<file path="src/rtl/spi_slave_fsm.sv">
// SPI mode-0 slave protocol engine: decodes address + R/W, then one data byte,
// and drives a sync-write / comb-read register-file port plus MISO.
module spi_slave_fsm #(
  parameter int ADDR_WIDTH = 7,
  parameter int DATA_WIDTH = 8,
  parameter int CNT_WIDTH  = 4
) (
  input  logic                  clk,
  input  logic                  reset_n,
  input  logic                  cs_cond,
  input  logic                  sclk_posedge,
  input  logic                  sclk_negedge,
  input  logic                  mosi_cond,
  input  logic [DATA_WIDTH-1:0] mem_rdata,
  output logic [ADDR_WIDTH-1:0] mem_addr,
  output logic [DATA_WIDTH-1:0] mem_wdata,
  output logic                  mem_we,
  output logic                  miso,
  output logic                  miso_en,
  output logic                  busy
);

  localparam int SHIFT_WIDTH = (ADDR_WIDTH + 1 > DATA_WIDTH) ? ADDR_WIDTH + 1 : DATA_WIDTH;
  localparam logic [CNT_WIDTH-1:0] ADDR_LAST = CNT_WIDTH'(ADDR_WIDTH);
  localparam logic [CNT_WIDTH-1:0] DATA_LAST = CNT_WIDTH'(DATA_WIDTH - 1);

  typedef enum logic [2:0] {
    IDLE         = 3'd0,
    GET_ADDR     = 3'd1,
    READ_LOAD    = 3'd2,
    READ_SHIFT   = 3'd3,
    WRITE_GET    = 3'd4,
    WRITE_COMMIT = 3'd5,
    DONE         = 3'd6
  } state_t;

  state_t                  state_reg, state_next;
  logic [SHIFT_WIDTH-1:0]  shift_reg, shift_next;
  logic [CNT_WIDTH-1:0]    cnt_reg, cnt_next;
  logic [ADDR_WIDTH-1:0]   addr_reg, addr_next;
  logic [DATA_WIDTH-1:0]   wdata_reg, wdata_next;
  logic                    miso_reg, miso_next;
  logic [SHIFT_WIDTH-1:0]  shift_in;

  // Shift register with the current MOSI bit appended at the LSB (MSB-first framing).
  assign shift_in = {shift_reg[SHIFT_WIDTH-2:0], mosi_cond};

  always_ff @(posedge clk or negedge reset_n) begin
    if (!reset_n) begin
      state_reg <= IDLE;
      shift_reg <= '0;
      cnt_reg   <= '0;
      addr_reg  <= '0;
      wdata_reg <= '0;
      miso_reg  <= 1'b0;
    end else begin
      state_reg <= state_next;
      shift_reg <= shift_next;
      cnt_reg   <= cnt_next;
      addr_reg  <= addr_next;
      wdata_reg <= wdata_next;
      miso_reg  <= miso_next;
    end
  end

  always_comb begin
    state_next = state_reg;
    shift_next = shift_reg;
    cnt_next   = cnt_reg;
    addr_next  = addr_reg;
    wdata_next = wdata_reg;
    miso_next  = miso_reg;

    // A deasserted chip select overrides every other event in the same cycle.
    if (cs_cond) begin
      state_next = IDLE;
      cnt_next   = '0;
    end else begin
      case (state_reg)
        IDLE: begin
          state_next = GET_ADDR;
          cnt_next   = '0;
        end

        GET_ADDR: begin
          if (sclk_posedge) begin
            shift_next = shift_in;
            if (cnt_reg == ADDR_LAST) begin
              // Address bits are already in the register; the incoming bit is R/W.
              addr_next  = shift_reg[ADDR_WIDTH-1:0];
              cnt_next   = '0;
              state_next = mosi_cond ? READ_LOAD : WRITE_GET;
            end else begin
              cnt_next = cnt_reg + 1'b1;
            end
          end
        end

        READ_LOAD: begin
          shift_next = SHIFT_WIDTH'(mem_rdata);
          state_next = READ_SHIFT;
        end

        READ_SHIFT: begin
          if (sclk_negedge) begin
            miso_next  = shift_reg[DATA_WIDTH-1];
            shift_next = shift_reg << 1;
          end
          if (sclk_posedge) begin
            if (cnt_reg == DATA_LAST) begin
              cnt_next   = '0;
              state_next = DONE;
            end else begin
              cnt_next = cnt_reg + 1'b1;
            end
          end
        end

        WRITE_GET: begin
          if (sclk_posedge) begin
            shift_next = shift_in;
            if (cnt_reg == DATA_LAST) begin
              wdata_next = shift_in[DATA_WIDTH-1:0];
              cnt_next   = '0;
              state_next = WRITE_COMMIT;
            end else begin
              cnt_next = cnt_reg + 1'b1;
            end
          end
        end

        WRITE_COMMIT: begin
          state_next = DONE;
        end

        DONE: begin
          state_next = DONE;
        end

        default: begin
          state_next = IDLE;
        end
      endcase
    end
  end

  // The strobe is also masked by CS so a commit cycle that coincides with CS rising writes nothing.
  assign mem_we    = (state_reg == WRITE_COMMIT) && !cs_cond;
  assign miso_en   = (state_reg == READ_SHIFT);
  assign busy      = (state_reg != IDLE);
  assign mem_addr  = addr_reg;
  assign mem_wdata = wdata_reg;
  assign miso      = miso_reg;

endmodule

</file>
<file path="config.mk">
export PLATFORM = sky130hd
export DESIGN_NAME = spi_slave_fsm
export DESIGN_NICKNAME = d
export VERILOG_FILES = /design/src/rtl/spi_slave_fsm.sv
export SDC_FILE = /design/constraint.sdc
export NUM_CORES = 1
export LEC_CHECK = 0
export ABC_AREA = 1
export BUFFER_PORTS_ARGS = -buffer_cell sky130_fd_sc_hd__buf_2
export CAP_MARGIN = 20
export CORE_UTILIZATION = 50
export DETAILED_ROUTE_END_ITERATION = 6
export GPL_TIMING_DRIVEN = 0
export PLACE_DENSITY = 0.74
export SLEW_MARGIN = 10
export SYNTH_ARGS = -nofsm -noshare
export SYNTH_HDL_FRONTEND = slang
export SYNTH_SLANG_ARGS = --single-unit
</file>
<file path="constraint.sdc">
create_clock -name clk -period 1.7 [get_ports clk]
set_input_delay 0.34 -clock clk [delete_from_list [all_inputs] [get_ports clk]]
set_output_delay 0.34 -clock clk [all_outputs]
set_load 0.005 [all_outputs]
</file>
==> run metrics, run 1 <==
worst-path fanout max 6; first-pass GRT wire length 5.63 mm; dpl cell area 1860 µm²; most common cell in the synthesized netlist nand2_1; Hold Vio Cnt, Final 0; Static Leakage approximately 1.1 nW; cell taking the most area after synthesis dfrtp_1; total congestion overflow 0; post-route minimum period 1.58 ns; Crit-path slowest cell dfrtp_1; worst clock skew about 0.010 ns; R2R Setup Slk 0.22 ns; fin crit share between 90 and 100%; sequential area share after synthesis between 40% and 50%; core area 3080 µm²; max incr delay on CP between 0.4 and 0.5 ns; layout cell share with drive strength beyond 1 roughly a quarter; CTS-repair resized insts 0; Hold Path Class in2async; ant diodes 0; CP required between 1 and 1.5 ns; CTS tree done; critical path endpoint category output pin; RSZ-0062 raised after global routing false; largest net degree at the start of global routing 32; outcome complete, no violations; Final Cell Area 1960 µm²; RePlAce Congestion ~0.9; Die X ~59 µm; CTS sink cnt 31; syn_area_per_cell just under 8 µm²; DRT iter0 DRCs 37; final-report max-slew violation count 0; Initial Utilization 53.4%; GRT Total Usage 21.6%; Clock Tree Buf Depth 2; CTS clk-pin slew, worst paths roughly 0.1 ns; FF-to-FF Start cnt_reg[0]; relative slew slack 53.7%; root buffer cell clkbuf_4; worst reg2reg endpoint mem_wdata[1]; Yosys top cell area share between 40% and 50%; H-tree depth 2; initial antenna violation count 0; final setup fails 0; R2R depth 7; vias in the first global route 1208; worst endpoint data arrival time approximately 1.2 ns; number of setup buffers added after CTS 0; via count 1442; die height 59.3 µm; # port buffers 32; VDD IR max 954 µV; total power 2.79 mW; Synth cell types 23; Detailed Route WL about 3.3 mm; Startpoint Class register; Setup TNS Final 0 ns; DRT Pass-1 Iters 4; antenna-violating nets left 0; flops & latches, synth 31; max_cap viols 0; syn nets 223; YS warnings 0; ys flop type dfrtp_1; DP Wirelength roughly 2.4 mm; die footprint 3520 µm²; WL/cell approximately 11 µm; CP Launch Point state_reg[1]; EDFF count, synth 0; IO Pins 33; worst skew pair latency 0.33 ns; Filler cells 276; Peak Freq around 630 MHz; Area contributors post-synth dfrtp_1, nand2_1, nand3_1, o21ai_0, inv_1; hold buffer count at CTS 0; Setup crit end mem_we; PwrDens 1430 nW/µm²; Synth-to-Final Area Change 19.2%; placed cell count 284; synthesized area 1640 µm²; DRC viols 0; Worst Path Class, Setup reg2out; Hold Worst Slack 0.0406 ns; cells after synthesis 208; Synth top cells by count nand2_1, dfrtp_1, nand3_1; critical path cell sequence inv_1 > nand3_1 > nor2_1 > buf_2; asr flop ratio synth between 90% and 100%; Multi-input gate area 742 µm²; Worst-Margin Slew between 0.6 and 0.7 ns; Seq. cell area 777 µm²; post-route insts no fill 292; Num CTS Buffers 5; Final #Nets 262; Rows 20; drt via density 4.94
-- cell type report --
class | count | share of cell area, %
Sequential cell | 31 | 39.7
Multi-Input combinational cell | 150 | 37.9
Timing Repair Buffer | 32 | 8.18
Inverter | 20 | 3.83
Buffer | 7 | 3.19
Tap cell | 44 | 2.81
Clock buffer | 6 | 2.62
Clock inverter | 2 | 1.79
-- per-stage QoR --
step,setup slack [ns],util (%)
floorplan,0.392,-
global placement,0.189,60.4
detailed placement,0.166,60.4
CTS,0.0671,63.2
global route,0.00833,63.6
finish,0.119,63.6
-- kinds of logic (layout without fill, tap and decap cells) --
| family | Yosys count | count (layout) | synth area share [%] |
|---|---|---|---|
| simple gates | 128 | 128 | 37.0 |
| compound gates | 20 | 20 | 6.09 |
| fa+ha+maj | 1 | 1 | 0.761 |
| xor+xnor | 1 | 1 | 0.533 |
| buf+inv | 27 | 67 | 8.38 |
| flops | 31 | 31 | 47.2 |
-- critical path: cells and delay by family, from the launching register on --
kind          cells  cell delay, ns
simple gates      2            0.18
flops             1            0.47
buf+inv           2            0.26
-- where the power goes --
| part | internal [mW] | switching, mW |
|---|---|---|
| logic | 0.455 | 0.726 |
| registers | 0.878 | 0.122 |
| clock network | 0.347 | 0.263 |
| total | 1.68 | 1.11 |
-- layout by cell type, fill, tap and decap left out, drive strengths merged --
cell type and count:
nand3b 2, inv 20, clkinv 1, nor2 16, nand4 1, o21ai 19, dfrtp 31, bufinv 1
buf 39, or2 1, clkbuf 6, a21oi 1, xor2 1, nand2 82, nand3 26, ha 1
-- worst min-delay path by stage --
stage	to	slack, ns	cells past startpoint
final	miso	0.04	1
after global routing	state_reg[1]	0.08	1
after CTS	state_reg[2]	0.05	1
after detailed placement	state_reg[2]	0.42	1
after global placement	state_reg[2]	0.42	1
after floorplan	cnt_reg[0]	0.04	0
-- layer usage --
metal | share of wire (%) | global-route usage (%) | up-vias
li1 | - | - | 742
met1 | 50 | 31.1 | 646
met2 | 43 | 31.8 | 50
met3 | 5.6 | 6.11 | 4
met4 | 1.0 | 6.12 | 0
met5 | 0 | 0 | -
No activity file was read; power rests on OpenSTA's default activity.
==> run 2, diff against run 1 <==
--- a/config.mk
+++ b/config.mk
@@ -11,7 +11,7 @@
 export CORE_UTILIZATION = 50
 export DETAILED_ROUTE_END_ITERATION = 6
 export GPL_TIMING_DRIVEN = 0
-export PLACE_DENSITY = 0.74
+export PLACE_DENSITY_LB_ADDON = 0.12
 export SLEW_MARGIN = 10
 export SYNTH_ARGS = -nofsm -noshare
 export SYNTH_HDL_FRONTEND = slang
==> run 2 against run 1 <==
  * Core utilization decreased by 0.45 points
  * Hold slack improved by 0.0032 ns
  * Non-clock buffer count unchanged
  * Sequential power about the same
  * Worst setup slack got worse by 0.027 ns
  * Fmax decreased by 1.7%
  * Global-route usage decreased by 0.99 points
  * Register-to-register slack got worse by 0.08 ns
  * Largest cell class unchanged
  * Routed wire length decreased by 1.8%
==> run metrics, run 2 (same netlist as run 1, synthesis figures left out) <==
outcome complete, no violations; worst reg2reg endpoint mem_wdata[1]; CTS clk-pin slew, worst paths 0.10 ns (about the same); drt via density 4.92 (-0.28%); relative slew slack 54.1% (+0.34 points); Hold Vio Cnt, Final 0 (unchanged); die height 59.3 µm (unchanged); critical path cell sequence inv_2 > nand3_1 > inv_1 > buf_2; Final #Nets 262 (unchanged); GRT Total Usage 20.6% (-0.99 points); FF-to-FF Start cnt_reg[0]; RSZ-0062 raised after global routing false; worst endpoint data arrival time 1.27 ns (+0.03 ns); final-report max-slew violation count 0 (unchanged); Peak Freq 622 MHz (-1.7%); ant diodes 0 (unchanged); die footprint 3520 µm² (unchanged); Die X 59.3 µm (unchanged); R2R depth 7 (unchanged); Setup TNS Final 0 ns (unchanged); H-tree depth 2 (unchanged); fin crit share 94.6% (+1.6 points); Hold Path Class in2async; # port buffers 32 (unchanged); max_cap viols 0 (unchanged); Worst Path Class, Setup reg2out; met2 wire len 1.42 mm (-1.2%); core area 3080 µm² (unchanged); Hold Worst Slack 0.0438 ns (+0.00318 ns); number of setup buffers added after CTS 0 (unchanged); CTS sink cnt 31 (unchanged); CP required 1.36 ns (about the same); Crit-path slowest cell dfrtp_1; Initial Utilization 53.4% (unchanged); layout cell share with drive strength beyond 1 25.0% (-0.81 points); root buffer cell clkbuf_4; DRC viols 0 (unchanged); post-route minimum period 1.61 ns (+0.0271 ns); hold buffer count at CTS 0 (unchanged); post-route insts no fill 292 (unchanged); met3 WL post-DR 223 µm (+21%); worst-path fanout max 6 (unchanged); placed cell count 284 (unchanged); end-of-flow core utilization 63.2% (-0.45 points); PwrDens 1420 nW/µm² (about the same); Static Leakage 1.13 nW (about the same); top sig layer met4; Detailed Route WL 3.25 mm (-1.8%); dpl cell area 1860 µm² (unchanged); Rows 20 (unchanged); worst clock skew 0.0121 ns (+0.00181 ns); family with the most delay on the worst path flip-flops; Worst-Margin Slew 0.689 ns (-0.00513 ns); Synth-to-Final Area Change 18.4%; Clock Tree Buf Depth 2 (unchanged); IO Pins 33 (unchanged); antenna-violating nets left 0 (unchanged); most frequent cells in the layout nand2_1, buf_2, dfrtp_1, nand3_1, inv_1; Startpoint Class register; DRT iter0 DRCs 58 (+57%); largest net degree at the start of global routing 32 (unchanged); WL/cell 11.1 µm (-1.8%); CTS tree done; DRT Pass-1 Iters 4 (unchanged); max incr delay on CP 0.44 ns (-0.03 ns); critical path endpoint category output pin; M1 wire length 1.57 mm (-5.4%); Buf+Inv Stages, Crit Path 3 (+1); final setup fails 0 (unchanged); total congestion overflow 0 (unchanged); RePlAce Congestion 0.860 (-2.9%); CP Launch Point state_reg[2]; Setup crit end miso_en; first-pass GRT wire length 5.35 mm (-4.9%); vias in the first global route 1201 (-0.58%); WP depth 4 (unchanged); Final Cell Area 1940 µm² (-0.70%); worst skew pair latency 0.33 ns (about the same); Num CTS Buffers 5 (unchanged); CTS-repair resized insts 0 (unchanged); R2R Setup Slk 0.14 ns (-0.08 ns); commonest non-fill, non-tap cell in the layout nand2_1; VDD IR max 1020 µV (+7.4%); initial antenna violation count 0 (unchanged); DP Wirelength 2.39 mm (+1.1%); via count 1438 (-0.28%)
run 2: cell counts in the layout (fill, tap and decap cells not counted):
No cell type changed its count.
run 2: worst min-delay path by stage:
stage	startpoint	end	slack (ns)	depth (start not counted)
global placement	reset_n	cnt_reg[3]	0.42	1
global route	reset_n	shift_reg[0]	0.09	1
detailed placement	reset_n	cnt_reg[3]	0.42	1
finish	reset_n	cnt_reg[2]	0.04	1
CTS	reset_n	shift_reg[0]	0.06	1
floorplan	reset_n	cnt_reg[0]	0.04	0
run 2: per-stage QoR:
step,setup slack (ns),total power [mW]
after floorplan,0.392,1.92
after global placement,0.185,2.16
after detailed placement,0.161,2.17
after CTS,0.0811,2.78
after global routing,0.000252,2.99
final,0.0914,2.77
run 2: area by class of cell:
cell class	count	area [µm²]
fill	276	1130
sequential	31	776
multi-input combinational	150	729
timing repair buffer	32	160
inverter	20	75.1
buffer	7	62.6
tap	44	55.1
clock buffer	6	51.3
clock inverter	2	35.0
run 2: routing by layer:
layer | vias to the layer above | global-route usage (%)
met5 | - | 0
met4 | 0 | 7.14
met3 | 7 | 5.24
met2 | 52 | 31.5
met1 | 642 | 28.4
li1 | 737 | -
run 2: power by group:
part | switching [mW] | leakage [nW] | internal (mW)
Sequential | 0.119 | 0.419 | 0.877
Clock | 0.258 | 0.0482 | 0.347
Combinational | 0.717 | 0.664 | 0.453
